[config.mk]
export PLATFORM = sky130hd
export DESIGN_NAME = xillybus_mem_bridge
export DESIGN_NICKNAME = d
export VERILOG_FILES = /design/src/rtl/xillybus_mem_bridge.sv
export SDC_FILE = /design/constraint.sdc
export NUM_CORES = 1
export LEC_CHECK = 0
export CAP_MARGIN = 20
export CORE_MARGIN = 2
export CORE_UTILIZATION = 67
export DETAILED_ROUTE_END_ITERATION = 12
export PLACE_DENSITY = 0.89
export REMOVE_ABC_BUFFERS = 1
export SLEW_MARGIN = 25
export SYNTH_ARGS = -nofsm -noshare
export SYNTH_HDL_FRONTEND = slang
export SYNTH_SLANG_ARGS = --single-unit
[constraint.sdc]
create_clock -name bus_clk -period 6.51 [get_ports bus_clk]
set_input_delay 0.651 -clock bus_clk [delete_from_list [all_inputs] [get_ports bus_clk]]
set_output_delay 0.651 -clock bus_clk [all_outputs]
set_load 0.02 [all_outputs]
[src/rtl/xillybus_mem_bridge.sv]
// Xillybus seekable (mem) stream bridge over a 2**ADDR_W x DATA_W RAM, with a second application port.
// Optional feature macro: XMEM_DIRTY_EN (per-entry dirty bits for host writes).
module xillybus_mem_bridge #(
  parameter int unsigned DATA_W = 8,
  parameter int unsigned ADDR_W = 5,
  parameter bit          WRAP   = 1'b0
) (
  input  logic                   bus_clk,
  input  logic                   bus_rst,
  input  logic [ADDR_W-1:0]      mem_addr,
  input  logic                   mem_addr_upd,
  input  logic                   w_open,
  input  logic                   w_wren,
  input  logic [DATA_W-1:0]      w_data,
  output logic                   w_full,
  input  logic                   r_open,
  input  logic                   r_rden,
  output logic [DATA_W-1:0]      r_data,
  output logic                   r_empty,
  output logic                   r_eof,
  input  logic [ADDR_W-1:0]      app_addr,
  input  logic                   app_we,
  input  logic [DATA_W-1:0]      app_wdata,
  output logic [DATA_W-1:0]      app_rdata,
  output logic                   app_collide,
`ifdef XMEM_DIRTY_EN
  input  logic [(2**ADDR_W)-1:0] dirty_clr,
  output logic [(2**ADDR_W)-1:0] dirty,
`endif
  output logic [15:0]            drop_cnt
);

  localparam int unsigned DEPTH = 2 ** ADDR_W;
  localparam logic [ADDR_W-1:0] LAST = ADDR_W'(DEPTH - 1);

  typedef enum logic [1:0] {IDLE, SETTLE, ACTIVE} state_t;

  state_t              state, state_d;
  logic [DATA_W-1:0]   mem [DEPTH];
  logic [ADDR_W-1:0]   rd_ptr, rd_ptr_d, wr_ptr, wr_ptr_d;
  logic                rd_end, rd_end_d, wr_end, wr_end_d;
  logic                open_q, any_open, open_rise;
  logic                rd_fire, wr_go, host_we, wr_drop, app_wr, collide_d;
  logic [ADDR_W-1:0]   pf_addr;
  logic [DATA_W-1:0]   pf, pf_d;
  logic                r_empty_d, r_eof_d, w_full_d;

  // Next-state, pointer and prefetch logic
  always_comb begin
    state_d   = state;
    rd_ptr_d  = rd_ptr;
    wr_ptr_d  = wr_ptr;
    rd_end_d  = rd_end;
    wr_end_d  = wr_end;
    any_open  = r_open | w_open;
    open_rise = any_open & ~open_q;
    rd_fire   = (state == ACTIVE) && !mem_addr_upd && r_rden && !r_empty;
    wr_go     = (state == ACTIVE) && !mem_addr_upd && w_wren && !w_full;
    host_we   = wr_go && !wr_end && !bus_rst;
    wr_drop   = wr_go && wr_end;
    collide_d = host_we && app_we && (app_addr == wr_ptr);
    app_wr    = app_we && !collide_d && !bus_rst;

    case (state)
      IDLE: begin
        if (open_rise) begin
          state_d  = SETTLE;
          rd_ptr_d = '0;
          wr_ptr_d = '0;
          rd_end_d = 1'b0;
          wr_end_d = 1'b0;
        end
      end
      SETTLE: state_d = ACTIVE;
      ACTIVE: begin
        if (rd_fire) begin
          if (WRAP == 1'b0 && rd_ptr == LAST) rd_end_d = 1'b1;
          else                                rd_ptr_d = rd_ptr + ADDR_W'(1);
        end
        if (host_we) begin
          if (WRAP == 1'b0 && wr_ptr == LAST) wr_end_d = 1'b1;
          else                                wr_ptr_d = wr_ptr + ADDR_W'(1);
        end
      end
      default: state_d = IDLE;
    endcase

    if (mem_addr_upd) begin
      state_d  = SETTLE;
      rd_ptr_d = mem_addr;
      wr_ptr_d = mem_addr;
      rd_end_d = 1'b0;
      wr_end_d = 1'b0;
    end
    if (!any_open) state_d = IDLE;

    // Prefetch always tracks the next read address; fresh writes bypass the RAM
    pf_addr = rd_ptr_d;
    pf_d    = mem[pf_addr];
    if (app_wr && app_addr == pf_addr) pf_d = app_wdata;
    if (host_we && wr_ptr == pf_addr)  pf_d = w_data;

    r_empty_d = !(state_d == ACTIVE && !rd_end_d);
    r_eof_d   = (state_d == ACTIVE) && rd_end_d;
    w_full_d  = (state_d != ACTIVE);
  end

  // State and output registers
  always_ff @(posedge bus_clk) begin
    if (bus_rst) begin
      state       <= IDLE;
      rd_ptr      <= '0;
      wr_ptr      <= '0;
      rd_end      <= 1'b0;
      wr_end      <= 1'b0;
      open_q      <= 1'b0;
      pf          <= '0;
      r_data      <= '0;
      r_empty     <= 1'b1;
      r_eof       <= 1'b0;
      w_full      <= 1'b1;
      app_rdata   <= '0;
      app_collide <= 1'b0;
      drop_cnt    <= '0;
    end else begin
      state       <= state_d;
      rd_ptr      <= rd_ptr_d;
      wr_ptr      <= wr_ptr_d;
      rd_end      <= rd_end_d;
      wr_end      <= wr_end_d;
      open_q      <= any_open;
      pf          <= pf_d;
      r_empty     <= r_empty_d;
      r_eof       <= r_eof_d;
      w_full      <= w_full_d;
      app_rdata   <= mem[app_addr];
      app_collide <= collide_d;
      if (rd_fire) r_data <= pf;
      if (wr_drop && drop_cnt != 16'hFFFF) drop_cnt <= drop_cnt + 16'd1;
    end
  end

  // RAM array: not reset; host write wins an address clash with the app port
  always_ff @(posedge bus_clk) begin
    if (host_we) mem[wr_ptr] <= w_data;
    if (app_wr)  mem[app_addr] <= app_wdata;
  end

`ifdef XMEM_DIRTY_EN
  logic [DEPTH-1:0] dirty_set;

  always_comb begin
    dirty_set = '0;
    if (host_we) dirty_set = DEPTH'(1) << wr_ptr;
  end

  // Set beats clear in the same cycle
  always_ff @(posedge bus_clk) begin
    if (bus_rst) dirty <= '0;
    else         dirty <= (dirty & ~dirty_clr) | dirty_set;
  end
`endif

endmodule
== Word-level counts from Yosys, hierarchy flattened ==
Memories as Yosys holds them, arrays and structs flattened. A register that Yosys moved wholly into a read port is not among the register bits.
Cells that the tools add are included.

* Reductions and logical operators: 29
* Bitwise logic cells: 3
* $lt $le $gt $ge: 0
* Muxes and demuxes: 27
* Add/subtract/negate cells: 3
* $mul: 0
* Shift-type cells: 0
* Divide/modulo/power cells: 0
* Equal/unequal tests: 14

{| class="wikitable"
|+ Operators by type and width
! kind !! number
|-
| 5-bit two-way mux || 8
|-
| 5-bit case mux with 2 select lines || 2
|-
| 16-bit by 1-bit adder with 16-bit output (second input constant) || 1
|-
| 16-bit inequality test (second input constant) || 1
|-
| 1-bit logical AND || 15
|-
| 1-bit two-way mux || 11
|-
| 5-bit by 1-bit adder with 5-bit output (second input constant) || 2
|-
| 5-bit equality test (second input constant) || 2
|-
| 3-bit inequality test (second input constant) || 3
|-
| 1-bit logical NOT || 8
|-
| 4-bit AND reduction || 2
|-
| 2-bit two-way mux || 3
|-
| 2-bit inequality test (second input constant) || 3
|-
| 2-bit case mux with 3 select lines || 1
|-
| 5-bit equality test || 1
|-
| 2-bit equality test (second input constant) || 2
|-
| 1-bit case mux with 2 select lines || 2
|-
| 3-bit nonzero test || 1
|-
| 2-bit by 1-bit equality test with 1-bit output (second input constant) || 1
|-
| 2-bit logical NOT || 1
|-
| 2-bit by 1-bit inequality test with 1-bit output (second input constant) || 1
|-
| 2-bit nonzero test || 1
|-
| 2-bit OR reduction || 1
|-
| 1-bit bitwise AND || 1
|-
| 2 further kinds || 2
|}

* Bits in latches: 0
* Input bits: 34
* Memories kept: 1
* Register bits: 43
* Output and inout bits: 36
* RAM bits: 256
* Memory bits (read-only): 0

{| class="wikitable"
|+ Memories
! memory !! words !! width !! rd ports !! clocked after memory_dff !! wr ports !! RTL line !! RTL
|-
| mem || 32 || 8 || 2 || 2 || 2 || 39 || <nowiki>logic [DATA_W-1:0] mem [DEPTH];</nowiki>
|}

== Logic depth before layout (Yosys ltp) ==
Gate-level depths: netlist of the first run.

* Depth after elaboration: 13
* Depth in mapped cells: 15
* Gate-level depth less buffers: 10

== Worst setup path after synthesis of the first run ==
No wires, ideal clock.

* Path kind: input-to-reg
* Start: in w_open
* End: reg pf[5], read port of mem
* Data arrival time: 2.834 ns
* Stages: 9
* Path slack: 3.558 ns
* Cell sequence: nor2_1 > o211ai_2 > a31oi_4 > buf_6 > mux4_2 > and2_1 > o311ai_1 > nand2_1 > a32o_1

* Word-level cells in the longest chain between the ends: 5

{| class="wikitable"
|+ RTL lines
! item !! RTL line !! RTL
|-
| from (decl) || 12 || <nowiki>input logic w_open,</nowiki>
|-
| 1-bit OR || 55 || <nowiki>any_open = r_open | w_open;</nowiki>
|-
| 1-bit bitwise AND || 56 || <nowiki>open_rise = any_open & ~open_q;</nowiki>
|-
| 5-bit two-way mux || 66 || <nowiki>if (open_rise) begin</nowiki>
|-
| 5-bit case mux with 2 select lines || 64 || <nowiki>case (state)</nowiki>
|-
| 5-bit two-way mux || 88 || <nowiki>if (mem_addr_upd) begin</nowiki>
|-
| to (decl) || 45 || <nowiki>logic [DATA_W-1:0] pf, pf_d;</nowiki>
|}

No other way between the ends.
A chain may end at the register's enable or synchronous reset.

== Worst setup path in the final report of the first run ==
* Start: reg state[0]
* End: reg pf[0], read port of mem

* Word-level cells in the longest chain between the ends: 7
* Elaborated cells between the ends (all ways): 8
* Classes of those cells: 1 x eq/ne; 3 x mux; 4 x reduce/logical

{| class="wikitable"
|+ RTL lines
! item !! RTL line !! RTL
|-
| from (decl) || 38 || <nowiki>state_t state, state_d;</nowiki>
|-
| from (signal assigned) || 126 || <nowiki>state <= state_d;</nowiki>
|-
| 2-bit equality test || 57, 64 ||
|-
| 1-bit logical AND (3 in series) || 57 || <nowiki>rd_fire = (state == ACTIVE) && !mem_addr_upd && r_rden && !r_empty;</nowiki>
|-
| 5-bit two-way mux || 76 || <nowiki>if (rd_fire) begin</nowiki>
|-
| 5-bit case mux with 2 select lines (*) || 64 ||
|-
| 5-bit two-way mux (*) || 88 ||
|}

Every way passes the cells marked *; elsewhere a longest branch is shown, timed or not.

==> summary.md, run 1 <==
| Metric | Value |
|---|---|
| Post-DP HPWL | 37500 um |
| Top cells by area, synth | edfxtp_1, mux2_2, mux4_2 |
| Ant diodes | 0 |
| Critical R2R Launch | state[0]$_SDFF_PP0_ |
| Detailed Route WL | 58600 um |
| Via/cell ratio | 7.73 |
| Post-CTS setup buffers | 0 |
| GP Congestion | 1.02 |
| Setup TNS | 0 ps |
| CTS tree | built |
| Crit-path max FO | 49 |
| Port buffer count | 69 |
| GR met3 Demand/Resource | 0.131 |
| Critical path arrival | 4510 ps |
| Largest area contributor in the netlist | edfxtp_1 |
| First drt pass iteration count | 7 |
| Met1 usage | 0.541 |
| Max Cap Violations | 0 |
| Ratio of cells with drive above 1 in the final layout | 0.309 |
| Tightest Pin Transition | 1080 ps |
| Fin util | 0.756 |
| Remaining Overflow, GRT | 0 |
| Antenna violations before repair | 0 |
| Status | finished, final reports clean |
| FP Rows | 60 |
| Placeable Area | 0.0270 sq mm |
| Flop and latch count out of synthesis | 315 |
| Final Skew | 16.7 ps |
| Max Transition Viols Final | 0 |
| Tmin final | 4090 ps |
| Slew HR | 0.283 |
| Drt wl/cell | 31.6 um |
| Sink Count | 315 |
| Setup violators final | 0 |
| CP endpoint | pf[0]$_SDFF_PP0_ |
| Layout Nets | 1534 |
| Avg Inst Size Synth | 12.4 sq um |
| Distinct cells, synth | 78 |
| Reg2reg path depth | 10 |
| Top-count cell post-synth | edfxtp_1 |
| PwrDens | 240 mW/mm^2 |
| Die Ht | 170 um |
| Met2 global-route usage | 0.600 |
| # H-tree levels | 2 |
| First-pass GRT wire length | 87300 um |
| Max Root-Sink Buffers | 3 |
| Post-Syn Instances | 1491 |
| Top post-synthesis cells by count | edfxtp_1, mux2_2, nand2_1, clkbuf_1, mux4_2 |
| Max VDD drop | 0.286 mV |
| Number of global-route vias before repair | 13751 |
| Post-synthesis sequential area ratio | 0.478 |
| Unrepaired setup endpoints after global routing | no |
| Fmax | 0.244 GHz |
| Post-synth top flop | edfxtp_1 |
| Slowest library cell on the worst path | nand4bb_1 |
| Total global-route track usage | 0.410 |
| WP data required | 6930 ps |
| Starting density of the core | 0.686 |
| Leak | 6.92 nW |
| Io pins | 70 |
| Yosys warns | 0 |
| Critical path class | reg2reg |
| Largest net degree at the start of global routing | 60 |
| Endpoints failing hold | 0 |
| CP max stage delay | 670 ps |
| Hold buffers post-CTS | 0 |
| Reg-to-Reg End | pf[0]$_SDFF_PP0_ |
| Flop2flop setup slack | 2420 ps |
| CP Launch Type | flip-flop |
| P&R area growth vs syn | 10.2% |
| DRC violations left | 0 |
| Die width | 170 um |
| Reg clk slew, reported paths | 60 ps |
| Critical Path Source | state[0]$_SDFF_PP0_ |
| Die footprint | 0.0290 sq mm |
| Root Buffer | clkbuf_16 |
| Top Usage Layer GRT | met2 |
| Worst path cell trace | inv_1, ha_1, nand4bb_1, o21ai_2, a31oi_4, buf_4, mux4_2, a21oi_1, nand2_1, a32o_1 |
| Tcrit/Tclk final | 0.629 |
| HP Class | reg2reg |
| ANT nets after route | 0 |
| Initial DRC Count | 2760 |
| Post-Syn Area | 0.0185 sq mm |
| Critical Path Sink Type | flip-flop |
| EDFF count, synth | 256 |
| Worst skew pair latency | 530 ps |
| CTS Buf Count | 35 |
| Via count | 14363 |
| CTS resizes | 0 |
| Post-synth ARST share | 0 |
| Share of the synthesized area in the top cell type | 0.415 |
==> placed cells by master (no fill, tap or decap), types with 8 or more instances in the layout <==
master,n
a221oi_1,17
clkbuf_16,40
nor4_1,8
a31oi_1,13
nor3_1,17
mux2i_1,20
and3_1,10
nand3_1,50
buf_4,30
clkdlybuf4s50_1,63
a21oi_1,49
nand2_1,170
or3_1,8
nor2_1,67
xnor2_1,12
dfxtp_1,59
mux4_2,90
o21ai_0,14
and2_1,8
edfxtp_1,256
mux2_2,255
a22oi_1,36
nand4_1,22
ha_1,10
inv_1,18
a21o_1,29
==> flip-flops by register name, summed over array words and instances, names as in the netlist, 2 cells and up <==
signal and cells:
mem 256, drop_cnt 16, app_rdata 8, pf 8, r_data 8, rd_ptr 5, wr_ptr 5, state 2
==> critical path, delay by kind of cell, from the launching register on <==
kind	cells	cell delay (ps)
flops	1	310
simple gates	2	830
fa+ha+maj	1	440
compound gates	4	1400
buf+inv	2	450
mux	1	510
==> final cells by class <==
type                       instances  area (sq um)
multi-input combinational       1021          9030
sequential                       315          8870
fill                            1642          6590
clock buffer                      49          1050
timing repair buffer              98           881
tap                              341           427
clock inverter                    14           106
inverter                          19          71.3
==> through the flow <==
stage                     setup WS, ps  instances  hold WS, ps  area (sq um)  power [mW]
after floorplan                   1660       1355          411         17900        2.63
after global placement            2100       1794          437         19300        2.89
after detailed placement          2090       1794          440         19300        2.90
after CTS                         2570       1857          458         20400        4.87
after global routing              2110       1857          477         20400        5.00
final                             2420       1857          454         20400        4.91
==> logic make-up after synthesis <==
logic type,after synthesis,share of synthesized area
AND/OR/NAND/NOR,405,0.106
AO/OA/AOI/OAI,223,0.0894
buffers and inverters,155,0.0362
adder cells (fa/ha/maj),10,0.00675
XOR/XNOR,17,0.00803
flip-flops,315,0.478
multiplexers,366,0.276
==> power by group <==
part           switching (mW)  internal (mW)  total [mW]
clock                   0.835           1.18        2.01
sequential             0.0268           2.20        2.23
combinational           0.409          0.262       0.671
total                    1.27           3.64        4.91
==> per-layer routing <==
layer  share of wire  up-vias
met2            0.43     1384
li1                -     5793
met4           0.073        0
met5               0        -
met1            0.34     6870
met3            0.16      316
==> worst min path at each step <==
stage / start / to / slack (ps) / cells after the start
floorplan: pf[0]$_SDFF_PP0_ / r_data[0]$_SDFFE_PP0N_ / 410 / 2
global route: r_data[4]$_SDFFE_PP0N_ / r_data[4]$_SDFFE_PP0N_ / 480 / 2
detailed placement: pf[6]$_SDFF_PP0_ / r_data[6]$_SDFFE_PP0N_ / 440 / 2
CTS: r_data[4]$_SDFFE_PP0N_ / r_data[4]$_SDFFE_PP0N_ / 460 / 2
global placement: pf[6]$_SDFF_PP0_ / r_data[6]$_SDFFE_PP0N_ / 440 / 2
finish: r_data[4]$_SDFFE_PP0N_ / r_data[4]$_SDFFE_PP0N_ / 450 / 2
(Power assumes the default switching activity.)
==> run 2, diff against run 1 <==
--- a/config.mk
+++ b/config.mk
@@ -7,9 +7,9 @@
 export LEC_CHECK = 0
 export CAP_MARGIN = 20
 export CORE_MARGIN = 2
-export CORE_UTILIZATION = 67
+export CORE_UTILIZATION = 62
 export DETAILED_ROUTE_END_ITERATION = 12
-export PLACE_DENSITY = 0.89
+export PLACE_DENSITY = 0.84
 export REMOVE_ABC_BUFFERS = 1
 export SLEW_MARGIN = 25
 export SYNTH_ARGS = -nofsm -noshare
==> constraint.sdc (replaced) <==
create_clock -name bus_clk -period 3.9 [get_ports bus_clk]
set_input_delay 0.39 -clock bus_clk [delete_from_list [all_inputs] [get_ports bus_clk]]
set_output_delay 0.39 -clock bus_clk [all_outputs]
set_load 0.02 [all_outputs]
==> run 2 against run 1 <==
  * Clock skew increased by 1.3 ps
  * Critical path depth is the same
  * Power grew 71%
  * First-iteration DRC count down 21%
  * Hold slack worse by 270 ps
  * Sequential power is 66% higher
  * Register-to-register slack got worse by 2100 ps
  * Non-clock buffer count is 33 higher
  * Utilization fell by 5.1 points
  * Sequential share of layout area decreased by 0.82 points
  * Count of clock-buffer cells in the layout decreased by 4
  * Global-route usage decreased by 1.9 points
  * Highest routed layer unchanged
==> summary.md, run 2 (synthesized netlist as in run 1, its figures left out) <==
| Metric | Value |
|---|---|
| Biggest registers after layout | mem x256, drop_cnt x16 |
| HP Class | in2reg |
| Drt wl/cell | 31.2 um (-1.3%) |
| Port buffer count | 69 (unchanged) |
| WP data required | 4310 ps (-2620 ps) |
| First-pass GRT wire length | 89000 um (+2.0%) |
| FP Rows | 63 (+5.0%) |
| Hold buffers post-CTS | 0 (unchanged) |
| Root Buffer | clkbuf_16 |
| Critical path class | reg2reg |
| Psw | 2.12 mW (+67%) |
| Commonest non-fill, non-tap cell in the layout | edfxtp_1 |
| Setup violators final | 0 (unchanged) |
| First drt pass iteration count | 7 (unchanged) |
| Final Skew | 18.0 ps (+1.27 ps) |
| Sink Count | 315 (unchanged) |
| CP endpoint | pf[0]$_SDFF_PP0_ |
| Max Cap Violations | 0 (unchanged) |
| ANT nets after route | 0 (unchanged) |
| Antenna violations before repair | 1 (+1) |
| Fillers | 2015 (+23%) |
| Critical R2R Launch | state[0]$_SDFF_PP0_ |
| Worst path cell trace | inv_1, ha_1, nand4bb_1, o31ai_1, nor3_2, nor3_1, a22oi_1, o311ai_0, nand2_1, a32o_1 |
| Critical path arrival | 4020 ps (-490 ps) |
| Via/cell ratio | 7.43 (-3.9%) |
| CP Launch Type | flip-flop |
| Number of global-route vias before repair | 13966 (+1.6%) |
| Status | finished, final reports clean |
| Fmax | 0.277 GHz (+13%) |
| Placeable Area | 0.0296 sq mm (+9.4%) |
| Initial DRC Count | 2188 (-21%) |
| Detailed Route WL | 60600 um (+3.3%) |
| Io pins | 70 (unchanged) |
| Slew HR | 0.214 (-0.0698) |
| Reg2reg path depth | 10 (unchanged) |
| Critical Path Source | state[0]$_SDFF_PP0_ |
| Ratio of cells with drive above 1 in the final layout | 0.329 (+0.0205) |
| Largest Register | mem |
| Crit-path max FO | 12 (-76%) |
| Leak | 7.15 nW (+3.3%) |
| Crit path max-delay family | simple AND/OR/NAND/NOR gates |
| Combinational power share | 0.138 (about the same) |
| CP max stage delay | 590 ps (-80 ps) |
| # H-tree levels | 2 (unchanged) |
| Stages on worst setup path | 10 (unchanged) |
| Pre-CTS WS | 213 ps (-1880 ps) |
| Max Transition Viols Final | 0 (unchanged) |
| Largest net degree at the start of global routing | 64 (+6.7%) |
| DRC violations left | 0 (unchanged) |
| Max VDD drop | 0.367 mV (+28%) |
| Critical Path Sink Type | flip-flop |
| Max Root-Sink Buffers | 3 (unchanged) |
| Most frequent cells in the layout | edfxtp_1, mux2_2, nand2_1 |
| CTS Buf Count | 36 (+2.9%) |
| Multi-input gate area | 0.00903 sq mm (about the same) |
| Worst skew pair latency | 540 ps (about the same) |
| Total global-route track usage | 0.391 (-0.0189) |
| Die Ht | 177 um (+3.9%) |
| Endpoints failing hold | 0 (unchanged) |
| Clk pwr share | 0.420 (+0.011) |
| Setup TNS | 0 ps (unchanged) |
| Die footprint | 0.0313 sq mm (+7.9%) |
| Final WS setup | 285 ps (-2130 ps) |
| Switching Fraction | 0.253 (-0.00607) |
| Max reg flops | 256 (unchanged) |
| Overall Power | 8.40 mW (+71%) |
| CTS tree | built |
| Slowest library cell on the worst path | nor3_1 |
| Unrepaired setup endpoints after global routing | no |
| Seq pwr share | 0.442 (-0.012) |
| Layout Nets | 1568 (+2.2%) |
| Post-DP HPWL | 39900 um (+6.5%) |
| GP Congestion | 1.01 (-0.86%) |
| CP Buf/Inv Count | 1 (-1) |
| Reg clk slew, reported paths | 60 ps (about the same) |
| Tightest Pin Transition | 1180 ps (+101 ps) |
| Starting density of the core | 0.627 (-0.0588) |
| P_int | 6.28 mW (+72%) |
| Tmin final | 3610 ps (-478 ps) |
| PwrDens | 403 mW/mm^2 (+68%) |
| Die width | 177 um (+3.9%) |
| Register cell area after layout | 0.00887 sq mm (unchanged) |
| Remaining Overflow, GRT | 0 (unchanged) |
| Via count | 14437 (+0.52%) |
| Tcrit/Tclk final | 0.927 (+0.298) |
| Reg-to-Reg End | pf[0]$_SDFF_PP0_ |
| P&R area growth vs syn | 12.4% |
| Flop2flop setup slack | 290 ps (-2130 ps) |
==> run 2: worst min path at each step <==
stage	start	endpoint	depth (start not counted)
after global routing	bus_rst	wr_ptr[0]$_SDFFE_PP0P_	2
after detailed placement	pf[5]$_SDFF_PP0_	r_data[5]$_SDFFE_PP0N_	2
after global placement	pf[5]$_SDFF_PP0_	r_data[5]$_SDFFE_PP0N_	2
after floorplan	pf[0]$_SDFF_PP0_	r_data[0]$_SDFFE_PP0N_	2
after CTS	bus_rst	wr_ptr[0]$_SDFFE_PP0P_	2
final	bus_rst	wr_ptr[0]$_SDFFE_PP0P_	2
==> run 2: repair_timing <==
item                       4_1_cts  5_1_grt
buffers inserted                 0        0
resized for setup                0        1
setup endpoints to repair        0        1
==> run 2: stage by stage <==
| stage | hold WS (ps) | area, sq um | util | instances |
|---|---|---|---|---|
| 2_1_floorplan | 411 | 17900 | - | 1355 |
| 5_1_grt | 181 | 20800 | 0.705 | 1942 |
| 3_5_place_dp | 430 | 19600 | 0.663 | 1875 |
| 4_1_cts | 167 | 20800 | 0.705 | 1941 |
| 6_report | 181 | 20800 | 0.705 | 1943 |
| 3_3_place_gp | 422 | 19600 | 0.663 | 1875 |
==> run 2: final cells by class <==
cell class              count  area share
multi-input cells        1021       0.434
flip-flops and latches    315       0.426
repair buffers            131      0.0548
clock buffers              45      0.0476
well taps                 390      0.0234
clock inverters            21      0.0113
inverters                  19     0.00342
diodes                      1    0.000120
==> run 2: worst reg2reg max path: cells and delay by family (launching register included) <==
kind / cells / cell delay [ps]
AND/OR/NAND/NOR: 4 / 1380
AO/OA/AOI/OAI: 4 / 1270
buffers and inverters: 1 / 90
adder cells (fa/ha/maj): 1 / 460
flip-flops: 1 / 310
==> run 2: power groups by stage <==
stage / Clock [mW] / Sequential [mW] / Combinational [mW]
final: 3.53 / 3.71 / 1.16
after global routing: 3.66 / 3.72 / 1.20
after CTS: 3.54 / 3.71 / 1.11
after detailed placement: 0 / 3.78 / 1.11
after global placement: 0 / 3.78 / 1.08
after floorplan: 0 / 3.78 / 0.610
==> run 2: layer usage <==
metal	GRT usage	wire length (um)	vias up
li1	-	-	5861
met1	0.484	20300	7015
met2	0.614	27700	1262
met3	0.119	8270	299
met4	0.221	4280	0
met5	0	0	-
